File: config.mk
export PLATFORM = sky130hd
export DESIGN_NAME = key_conditioner_flat
export DESIGN_NICKNAME = d
export VERILOG_FILES = /design/src/rtl/key_conditioner_if.sv /design/src/rtl/key_conditioner.sv /design/src/flat_wrapper.sv
export SDC_FILE = /design/constraint.sdc
export NUM_CORES = 1
export LEC_CHECK = 0
export BUFFER_PORTS_ARGS = -buffer_cell sky130_fd_sc_hd__buf_2
export CORE_MARGIN = 2
export CORE_UTILIZATION = 55
export DETAILED_ROUTE_END_ITERATION = 10
export GPL_TIMING_DRIVEN = 0
export MAX_ROUTING_LAYER = met4
export PLACE_DENSITY = 0.72
export SLEW_MARGIN = 25
export SYNTH_ARGS = -nofsm -noshare
export SYNTH_HDL_FRONTEND = slang
export SYNTH_SLANG_ARGS = --single-unit
File: constraint.sdc
create_clock -name sys_clk_i -period 4.4 [get_ports sys_clk_i]
set_input_delay 0.88 -clock sys_clk_i [delete_from_list [all_inputs] [get_ports sys_clk_i]]
set_output_delay 0.88 -clock sys_clk_i [all_outputs]
set_load 0.01 [all_outputs]
File: src/rtl/key_conditioner_if.sv
// Front-panel key bundle: raw button pins in, debounced levels and press strobes out.
interface key_conditioner_if #(
    parameter int unsigned NUM_KEYS = 2
);
    logic [NUM_KEYS-1:0] key_raw;
    logic [NUM_KEYS-1:0] key_level;
    logic [NUM_KEYS-1:0] key_pulse;

    modport master (
        output key_raw,
        input  key_level,
        input  key_pulse
    );

    modport slave (
        input  key_raw,
        output key_level,
        output key_pulse
    );
endinterface

File: src/rtl/key_conditioner.sv
// Per-key two-flop sync, ms-tick debounce, registered press strobe and optional
// hold-to-repeat for the clock's front-panel buttons.
module key_conditioner #(
    parameter int unsigned          CLK_FREQ_HZ      = 50_000_000,
    parameter int unsigned          NUM_KEYS         = 2,
    parameter bit                   KEY_ACTIVE_LOW   = 1'b1,
    parameter int unsigned          DEBOUNCE_MS      = 20,
    parameter int unsigned          REPEAT_DELAY_MS  = 500,
    parameter int unsigned          REPEAT_PERIOD_MS = 100,
    parameter logic [NUM_KEYS-1:0]  REPEAT_EN        = NUM_KEYS'(1)
) (
    input  logic             sys_clk_i,
    input  logic             ext_rst_n,
    key_conditioner_if.slave key_if
);

    localparam int unsigned TICK_CYCLES = CLK_FREQ_HZ / 1000;
    localparam int unsigned TICK_W      = (TICK_CYCLES > 1) ? $clog2(TICK_CYCLES) : 1;
    localparam int unsigned DB_W        = $clog2(DEBOUNCE_MS + 1);
    localparam int unsigned REP_MAX     = (REPEAT_DELAY_MS > REPEAT_PERIOD_MS) ?
                                          REPEAT_DELAY_MS : REPEAT_PERIOD_MS;
    localparam int unsigned REP_W       = $clog2(REP_MAX + 1);
    localparam logic [NUM_KEYS-1:0] RELEASED = {NUM_KEYS{KEY_ACTIVE_LOW}};

    typedef enum logic [1:0] {StIdle, StDelay, StRepeat} rep_state_e;

    if (CLK_FREQ_HZ == 0 || (CLK_FREQ_HZ % 1000) != 0) begin : g_bad_clk
        $error("CLK_FREQ_HZ must be a non-zero multiple of 1000");
    end
    if (DEBOUNCE_MS < 2) begin : g_bad_debounce
        $error("DEBOUNCE_MS must be at least 2");
    end
    if (REPEAT_DELAY_MS < 1 || REPEAT_PERIOD_MS < 1) begin : g_bad_repeat
        $error("REPEAT_DELAY_MS and REPEAT_PERIOD_MS must be at least 1");
    end

    logic [TICK_W-1:0]   r_tick_cnt;
    logic                w_ms_tick;
    logic [NUM_KEYS-1:0] r_sync1;
    logic [NUM_KEYS-1:0] r_sync2;
    logic [NUM_KEYS-1:0] w_pressed;
    logic [NUM_KEYS-1:0] w_level;
    logic [NUM_KEYS-1:0] w_pulse;

    // Shared millisecond strobe for every key's debounce and repeat timing.
    assign w_ms_tick = (r_tick_cnt == TICK_W'(TICK_CYCLES - 1));

    always_ff @(posedge sys_clk_i or negedge ext_rst_n) begin
        if (!ext_rst_n) begin
            r_tick_cnt <= '0;
        end else if (w_ms_tick) begin
            r_tick_cnt <= '0;
        end else begin
            r_tick_cnt <= r_tick_cnt + 1'b1;
        end
    end

    always_ff @(posedge sys_clk_i or negedge ext_rst_n) begin
        if (!ext_rst_n) begin
            r_sync1 <= RELEASED;
            r_sync2 <= RELEASED;
        end else begin
            r_sync1 <= key_if.key_raw;
            r_sync2 <= r_sync1;
        end
    end

    // Internal pressed = 1 regardless of pin polarity.
    assign w_pressed = r_sync2 ^ RELEASED;

    for (genvar i = 0; i < NUM_KEYS; i++) begin : g_key
        logic [DB_W-1:0]  r_db_cnt;
        logic             r_level;
        logic             r_pulse;
        rep_state_e       r_state;
        logic [REP_W-1:0] r_rep_cnt;
        logic             w_db_done;
        logic             w_level_d;
        logic             w_rise;
        logic             w_rep_fire;

        always_comb begin
            w_db_done  = (w_pressed[i] != r_level) && w_ms_tick &&
                         (r_db_cnt == DB_W'(DEBOUNCE_MS - 1));
            w_level_d  = w_db_done ? ~r_level : r_level;
            w_rise     = w_db_done && !r_level;
            w_rep_fire = 1'b0;
            // A release decided this cycle suppresses any coincident repeat.
            if (w_ms_tick && w_level_d) begin
                if (r_state == StDelay && r_rep_cnt == REP_W'(REPEAT_DELAY_MS - 1)) begin
                    w_rep_fire = 1'b1;
                end else if (r_state == StRepeat &&
                             r_rep_cnt == REP_W'(REPEAT_PERIOD_MS - 1)) begin
                    w_rep_fire = 1'b1;
                end
            end
        end

        always_ff @(posedge sys_clk_i or negedge ext_rst_n) begin
            if (!ext_rst_n) begin
                r_db_cnt  <= '0;
                r_level   <= 1'b0;
                r_pulse   <= 1'b0;
                r_state   <= StIdle;
                r_rep_cnt <= '0;
            end else begin
                r_level <= w_level_d;
                r_pulse <= w_rise | w_rep_fire;

                if (w_pressed[i] == r_level || w_db_done) begin
                    r_db_cnt <= '0;
                end else if (w_ms_tick) begin
                    r_db_cnt <= r_db_cnt + 1'b1;
                end

                if (!REPEAT_EN[i] || !w_level_d) begin
                    r_state   <= StIdle;
                    r_rep_cnt <= '0;
                end else begin
                    unique case (r_state)
                        StIdle: begin
                            if (w_rise) begin
                                r_state   <= StDelay;
                                r_rep_cnt <= '0;
                            end
                        end
                        StDelay: begin
                            if (w_rep_fire) begin
                                r_state   <= StRepeat;
                                r_rep_cnt <= '0;
                            end else if (w_ms_tick) begin
                                r_rep_cnt <= r_rep_cnt + 1'b1;
                            end
                        end
                        StRepeat: begin
                            if (w_rep_fire) begin
                                r_rep_cnt <= '0;
                            end else if (w_ms_tick) begin
                                r_rep_cnt <= r_rep_cnt + 1'b1;
                            end
                        end
                        default: begin
                            r_state   <= StIdle;
                            r_rep_cnt <= '0;
                        end
                    endcase
                end
            end
        end

        assign w_level[i] = r_level;
        assign w_pulse[i] = r_pulse;
    end

    assign key_if.key_level = w_level;
    assign key_if.key_pulse = w_pulse;

endmodule

File: src/flat_wrapper.sv
// flat-port wrapper written by rule: the top's interface ports become plain ports
module key_conditioner_flat 
#(
    parameter int unsigned          CLK_FREQ_HZ      = 50_000_000,
    parameter int unsigned          NUM_KEYS         = 2,
    parameter bit                   KEY_ACTIVE_LOW   = 1'b1,
    parameter int unsigned          DEBOUNCE_MS      = 20,
    parameter int unsigned          REPEAT_DELAY_MS  = 500,
    parameter int unsigned          REPEAT_PERIOD_MS = 100,
    parameter logic [NUM_KEYS-1:0]  REPEAT_EN        = NUM_KEYS'(1)
)
  (sys_clk_i, ext_rst_n, key_if_key_raw, key_if_key_level, key_if_key_pulse);
  key_conditioner_if #(.NUM_KEYS(NUM_KEYS)) key_if_i ();
  input  logic sys_clk_i;
  input  logic ext_rst_n;
  input wire logic [$bits(key_if_i.key_raw)-1:0] key_if_key_raw;
  output wire logic [$bits(key_if_i.key_level)-1:0] key_if_key_level;
  output wire logic [$bits(key_if_i.key_pulse)-1:0] key_if_key_pulse;
  assign key_if_i.key_raw = key_if_key_raw;
  assign key_if_key_level = key_if_i.key_level;
  assign key_if_key_pulse = key_if_i.key_pulse;
  key_conditioner #(.CLK_FREQ_HZ(CLK_FREQ_HZ), .NUM_KEYS(NUM_KEYS), .KEY_ACTIVE_LOW(KEY_ACTIVE_LOW), .DEBOUNCE_MS(DEBOUNCE_MS), .REPEAT_DELAY_MS(REPEAT_DELAY_MS), .REPEAT_PERIOD_MS(REPEAT_PERIOD_MS), .REPEAT_EN(REPEAT_EN)) u_core (.sys_clk_i(sys_clk_i), .ext_rst_n(ext_rst_n), .key_if(key_if_i));
endmodule
==> results.sh, run 1 <==
export IMPL_grt_overflow=0
export IMPL_grt_pass1_wl_mm=7.20
export IMPL_antenna_cells=0
export IMPL_path_cells="or4b_4, or4_4, buf_6, nor3_1, ha_1, or2_2, a2111oi_4, a31oi_1, o311ai_0, o31ai_1"
export IMPL_synth_cells=227
export IMPL_hold_end="u_core.r_sync2[0]"
export IMPL_final_min_clock_period_ns=3.73
export IMPL_yosys_register_bits=45
export IMPL_worstSetupEndpointType="register"
export IMPL_period_share=0.848
export IMPL_post_place_ws_ns=0.661
export IMPL_ys_types=46
export IMPL_first_global_vias=1626
export IMPL_path_class="register to register"
export IMPL_core_region_area_mm2=0.00403
export IMPL_rrSetupSlack_ns=0.67
export IMPL_wl_per_cell_um=14.3
export IMPL_synth_nets=240
export IMPL_clockRootBuffer="clkbuf_8"
export IMPL_ant_nets=0
export IMPL_drc=0
export IMPL_antenna_found_initial=0
export IMPL_cts_buffer_depth=2
export IMPL_hold_slack_ns=0.360
export IMPL_netlist_area_mm2=0.00231
export IMPL_cts_resized=0
export IMPL_port_buffers=7
export IMPL_r2r_start="u_core.r_tick_cnt[5]"
export IMPL_slowest_delay_ns=0.58
export IMPL_hold_depth=0
export IMPL_hold_viol_final=0
export IMPL_crit_required_ns=4.58
export IMPL_die_area_mm2=0.00473
export IMPL_place_gp_congestion=0.834
export IMPL_synthFlopType="dfrtp_1"
export IMPL_start_util=0.573
export IMPL_fmax_mhz=268
export IMPL_num_vias=1691
export IMPL_drive_gt1_frac=0.140
export IMPL_rows=23
export IMPL_setup_viol=0
export IMPL_clock_sinks=45
export IMPL_peakVddDrop_v=0.000273
export IMPL_setup_tns_ns=0
export IMPL_fin_ws_ns=0.668
export IMPL_syn_area_per_cell_um2=10.2
export IMPL_skew_ns=0.0112
export IMPL_ys_seq_area_frac=0.490
export IMPL_slew_viol_final=0
export IMPL_drtPass1Iterations=4
export IMPL_path_buf_inv=1
export IMPL_gr_usage_all_layers=0.214
export IMPL_power_density_mw_per_mm2=298
export IMPL_cts_setup_buffers=0
export IMPL_arrival_ns=3.91
export IMPL_drtIter0Drc=98
export IMPL_reg2reg_depth=10
export IMPL_numCtsBuffers=5
export IMPL_path_max_fanout=10
export IMPL_fin_nets=254
export IMPL_worstReg2RegEnd="u_core.g_key[0].r_rep_cnt[7]"
export IMPL_drt_vias_per_instance=5.79
export IMPL_h_tree_depth=2
export IMPL_grt_max_degree=46
export IMPL_die_height_um=68.8
export IMPL_tightest_slew_ns=0.543
export IMPL_hp_start="u_core.r_sync1[0]"
export IMPL_io_pins=8
export IMPL_cp_depth=10
export IMPL_synth_edff_count=0
export IMPL_path_delay_family="simple AND/OR/NAND/NOR gates"
export IMPL_clk_pin_slew_worst_paths_ns=0.09
export IMPL_wl_mm=4.17
export IMPL_maxCapViolCount=0
export IMPL_status="finished clean"
export IMPL_yosys_warnings=0
export IMPL_async_flop_share=1.00
export IMPL_startpoint_type="register"
export IMPL_insertion_delay_ns=0.31
export IMPL_crit_path_start="u_core.r_tick_cnt[5]"
export IMPL_die_x_um=68.8
export IMPL_rsz0062_at_grt="no"
export IMPL_holdBufCountCts=0
export IMPL_area_growth_pct=9.32
export IMPL_hold_path_class="register to register"
export IMPL_relSlewSlack=0.635
export IMPL_post_dp_hpwl_mm=2.90
export IMPL_total_leakage_power_uw=0.00112
export IMPL_cts_tree="built"
export IMPL_critPathSlowestCell="or4b_4"
==> routing by layer <==
metal  vias to the layer above  global-route usage  wire length (um)
met5                         -                   -                 0
met4                         0              0.0907                68
met3                         6              0.0601               148
met2                        22               0.315              1820
met1                       825               0.278              2140
li1                        838                   -                 -
==> layout by cell type, fill, tap and decap left out, drive strengths merged, types with 4 or more instances in the layout <==
master / netlist / final
dfstp: 4 / 4
buf: 5 / 12
a21oi: 16 / 16
nor2: 13 / 13
nand4: 7 / 7
clkbuf: 3 / 8
dfrtp: 41 / 41
nand2: 25 / 25
inv: 7 / 7
ha: 9 / 9
xor2: 11 / 11
nand3: 11 / 11
and3: 7 / 7
nand3b: 4 / 4
nor3: 7 / 7
xnor2: 5 / 5
nor2b: 5 / 5
o21ai: 18 / 18
==> state kept, by name, summed over array words and instances, names as in the netlist <==
name,flops
u_core.g_key.r_db_cnt,10
u_core.r_tick_cnt,16
u_core.r_sync2,2
u_core.g_key.r_state,2
u_core.g_key.r_level,2
u_core.g_key.r_rep_cnt,9
u_core.g_key.r_pulse,2
u_core.r_sync1,2
==> how the worst max path moves through the flow <==
stage / to / slack (ns)
after floorplan: u_core.g_key[0].r_rep_cnt[8] / 0.99
after CTS: u_core.g_key[0].r_rep_cnt[7] / 0.63
after detailed placement: u_core.g_key[0].r_rep_cnt[7] / 0.66
final: u_core.g_key[0].r_rep_cnt[7] / 0.67
after global placement: u_core.g_key[0].r_rep_cnt[7] / 0.70
after global routing: u_core.g_key[0].r_rep_cnt[7] / 0.41
==> Yosys cell counts (2+ instances only) <==
library cell  count  area, um^2
dfstp_2           4         105
nor3_1            6        30.0
o21ai_0          16        80.1
ha_1              9         113
clkbuf_1          3        11.3
dfrtp_1          41        1030
or3_1             3        18.8
o311ai_0          2        17.5
xnor2_1           5        43.8
nor2b_1           5        31.3
and2_1            2        12.5
xor2_1           11        96.3
buf_4             4        30.0
nand4_1           7        43.8
inv_1             7        26.3
nand2_1          24        90.1
nand3b_1          4        30.0
or4b_4            2        27.5
and3_1            6        37.5
and4b_1           2        20.0
nand3_1          11        55.1
nor2_1           13        48.8
o21ai_1           2        10.0
a21oi_1          16        80.1
==> cells by family after synthesis <==
family,share of synthesized area
multiplexers,0.00433
adder cells (fa/ha/maj),0.0488
AND/OR/NAND/NOR,0.237
XOR/XNOR,0.0607
AO/OA/AOI/OAI,0.125
buffers and inverters,0.0341
flip-flops,0.490
==> power breakdown <==
group          leakage [uW]  switching (uW)  internal (uW)
sequential         0.000601           0.883            417
clock             0.0000543             153            170
combinational      0.000463            9.16           1.59
==> cell type report <==
cell class                      count  area (um^2)
Buffer                              8         52.6
Sequential cell                    45         1130
Fill cell                         351         1500
Clock inverter                      3         46.3
Inverter                            7         26.3
Tap cell                           50         62.6
Multi-Input combinational cell    167         1100
Timing Repair Buffer                7         37.5
Clock buffer                        5         68.8
==> stage by stage <==
| step | power [uW] | std cells | area (um^2) | utilization |
|---|---|---|---|---|
| final | 752 | 292 | 2520 | 0.627 |
| after global routing | 773 | 292 | 2520 | 0.627 |
| after CTS | 758 | 292 | 2520 | 0.626 |
| after detailed placement | 437 | 284 | 2410 | 0.598 |
| after global placement | 437 | 284 | 2410 | 0.598 |
| after floorplan | 427 | 227 | 2310 | - |
Note: power is estimated with default switching activity, not from simulation.
==> run 2, diff against run 1 <==
PLACE_DENSITY = 0.75   (was 0.72)
clock period = 3.1 ns   (was 4.4 ns; I/O delays follow)
==> run 2 against run 1 <==
Against the previous run: the flow now finishes with violations (setup timing); die area is the same; final area is 6.5% higher; clock skew down 0.0024 ns; clock power is 62% higher; global-route usage is 0.33 points higher; total power increased by 50%; register-to-register slack got worse by 0.67 ns; sequential share of layout area down 2.7 points; worst setup slack lost 0.67 ns; largest power group unchanged; critical path type unchanged; worst hold slack got worse by 0.071 ns; critical endpoint is now u_core.g_key[0].r_rep_cnt[8]; highest routed layer unchanged.
==> results.sh, run 2 (synthesis results as in run 1) <==
export IMPL_drt_vias_per_instance=5.71
export IMPL_setup_tns_ns=-0.000590
export IMPL_fillers=324
export IMPL_place_gp_congestion=0.902
export IMPL_post_dp_hpwl_mm=2.84
export IMPL_hold_path_class="primary input to asynchronous set/reset pin"
export IMPL_skew_ns=0.00876
export IMPL_drtPass1Iterations=4
export IMPL_fin_util=0.667
export IMPL_arrival_ns=3.30
export IMPL_start_util=0.573
export IMPL_antenna_found_initial=0
export IMPL_wl_mm=4.44
export IMPL_cts_tree="built"
export IMPL_power_total_uw=1130
export IMPL_maxCapViolCount=0
export IMPL_crit_path_start="u_core.r_tick_cnt[13]"
export IMPL_relSlewSlack=0.608
export IMPL_rows=23
export IMPL_rsz0062_at_grt="yes"
export IMPL_slew_viol_final=0
export IMPL_antenna_cells=0
export IMPL_status="finished, violations left"
export IMPL_area_growth_pct=16.4
export IMPL_post_place_ws_ns=-0.282
export IMPL_gr_usage_all_layers=0.217
export IMPL_drtIter0Drc=106
export IMPL_worstSetupEndpointType="register"
export IMPL_clock_sinks=45
export IMPL_core_region_area_mm2=0.00403
export IMPL_power_density_mw_per_mm2=420
export IMPL_die_x_um=68.8
export IMPL_setup_viol=1
export IMPL_wl_per_cell_um=14.5
export IMPL_first_global_vias=1588
export IMPL_grt_overflow=0
export IMPL_startpoint_type="register"
export IMPL_holdBufCountCts=0
export IMPL_num_vias=1742
export IMPL_peakVddDrop_v=0.000319
export IMPL_critPathSlowestCell="or4_4"
export IMPL_fin_ws_ns=-0.000590
export IMPL_total_leakage_power_uw=0.00123
export IMPL_numCtsBuffers=5
export IMPL_rrSetupSlack_ns=-0.0006
export IMPL_reg_top3="u_core.r_tick_cnt (16), u_core.g_key.r_db_cnt (10), u_core.g_key.r_rep_cnt (9)"
export IMPL_final_common_cell="dfrtp_1"
export IMPL_port_buffers=7
export IMPL_insertion_delay_ns=0.30
export IMPL_fmax_mhz=323
export IMPL_path_cells="or4b_4, or4_4, nor3_4, ha_1, or2_4, a2111oi_4, buf_4, o21a_1, o21ai_2, a22o_1"
export IMPL_r2r_start="u_core.r_tick_cnt[13]"
export IMPL_reg2reg_depth=10
export IMPL_cp_depth=10
export IMPL_clockRootBuffer="clkbuf_8"
export IMPL_crit_end="u_core.g_key[0].r_rep_cnt[8]"
export IMPL_h_tree_depth=2
export IMPL_period_share=1.00
export IMPL_final_min_clock_period_ns=3.10
export IMPL_tightest_slew_ns=0.587
export IMPL_mostFrequentLayoutCells="dfrtp_1, nand2_1, buf_4, a21oi_1, nor2_1"
export IMPL_grt_max_degree=46
export IMPL_grt_pass1_wl_mm=7.30
export IMPL_drive_gt1_frac=0.220
export IMPL_path_delay_family="simple AND/OR/NAND/NOR gates"
export IMPL_path_max_fanout=5
export IMPL_worstReg2RegEnd="u_core.g_key[0].r_rep_cnt[8]"
export IMPL_hold_viol_final=0
export IMPL_cts_buffer_depth=2
export IMPL_violations="setup timing"
export IMPL_crit_required_ns=3.30
export IMPL_slowest_delay_ns=0.57
export IMPL_drc=0
export IMPL_clk_pin_slew_worst_paths_ns=0.09
export IMPL_path_buf_inv=1
export IMPL_ant_nets=0
export IMPL_largest_register="u_core.r_tick_cnt"
export IMPL_path_class="register to register"
export IMPL_die_height_um=68.8
export IMPL_fin_nets=267
export IMPL_hold_slack_ns=0.289
export IMPL_io_pins=8
export IMPL_die_area_mm2=0.00473
export IMPL_largest_reg_flops=16
## run 2: cell types whose count changed in the layout (fill, tap and decap cells not counted), moves of 2 or more
cell | previous run | this run
buf_4 | 5 | 19
nand2_1 | 24 | 22
o21ai_0 | 16 | 11
o21ai_1 | 2 | 6
## run 2: metal layers
layer	vias to the layer above	wire length (um)	global-route usage	share of wire
met4	0	70	0.0735	0.016
met3	7	194	0.0584	0.044
met1	836	2130	0.291	0.48
li1	862	-	-	-
met2	37	2040	0.321	0.46
met5	-	0	-	0
## run 2: power by group
group | switching (uW) | total (uW) | internal (uW)
logic | 13.2 | 15.5 | 2.27
clock network | 202 | 522 | 320
registers | 1.44 | 593 | 591
## run 2: what timing repair did
item,4_1_cts,5_1_grt
pin swaps,13,9
gates resized for setup,6,9
setup buffers,14,1
endpoints found under the setup margin,12,12
## run 2: how the worst min path moves through the flow
stage | from | to | slack (ns) | cells after the start
6_report | ext_rst_n | u_core.g_key[1].r_db_cnt[2] | 0.29 | 1
5_1_grt | ext_rst_n | u_core.g_key[1].r_db_cnt[4] | 0.34 | 1
4_1_cts | u_core.r_sync1[0] | u_core.r_sync2[0] | 0.37 | 0
3_5_place_dp | u_core.r_sync1[1] | u_core.r_sync2[1] | 0.35 | 0
3_3_place_gp | u_core.r_sync1[1] | u_core.r_sync2[1] | 0.35 | 0
2_1_floorplan | ext_rst_n | u_core.g_key[0].r_db_cnt[0] | 0.32 | 0
## run 2: final cells by class
class,count,area (um^2),share of cell area
inverter,7,26.3,0.00977
sequential,45,1130,0.421
timing repair buffer,22,154,0.0572
multi-input combinational,167,1140,0.425
tap,50,62.6,0.0233
clock buffer,5,68.8,0.0256
buffer,6,37.5,0.0140
clock inverter,3,65.1,0.0242
## run 2: metrics by stage
step / instance area (um^2) / std cells
after floorplan: 2320 / 227
after global routing: 2690 / 305
final: 2690 / 305
after detailed placement: 2410 / 284
after global placement: 2410 / 284
after CTS: 2670 / 305
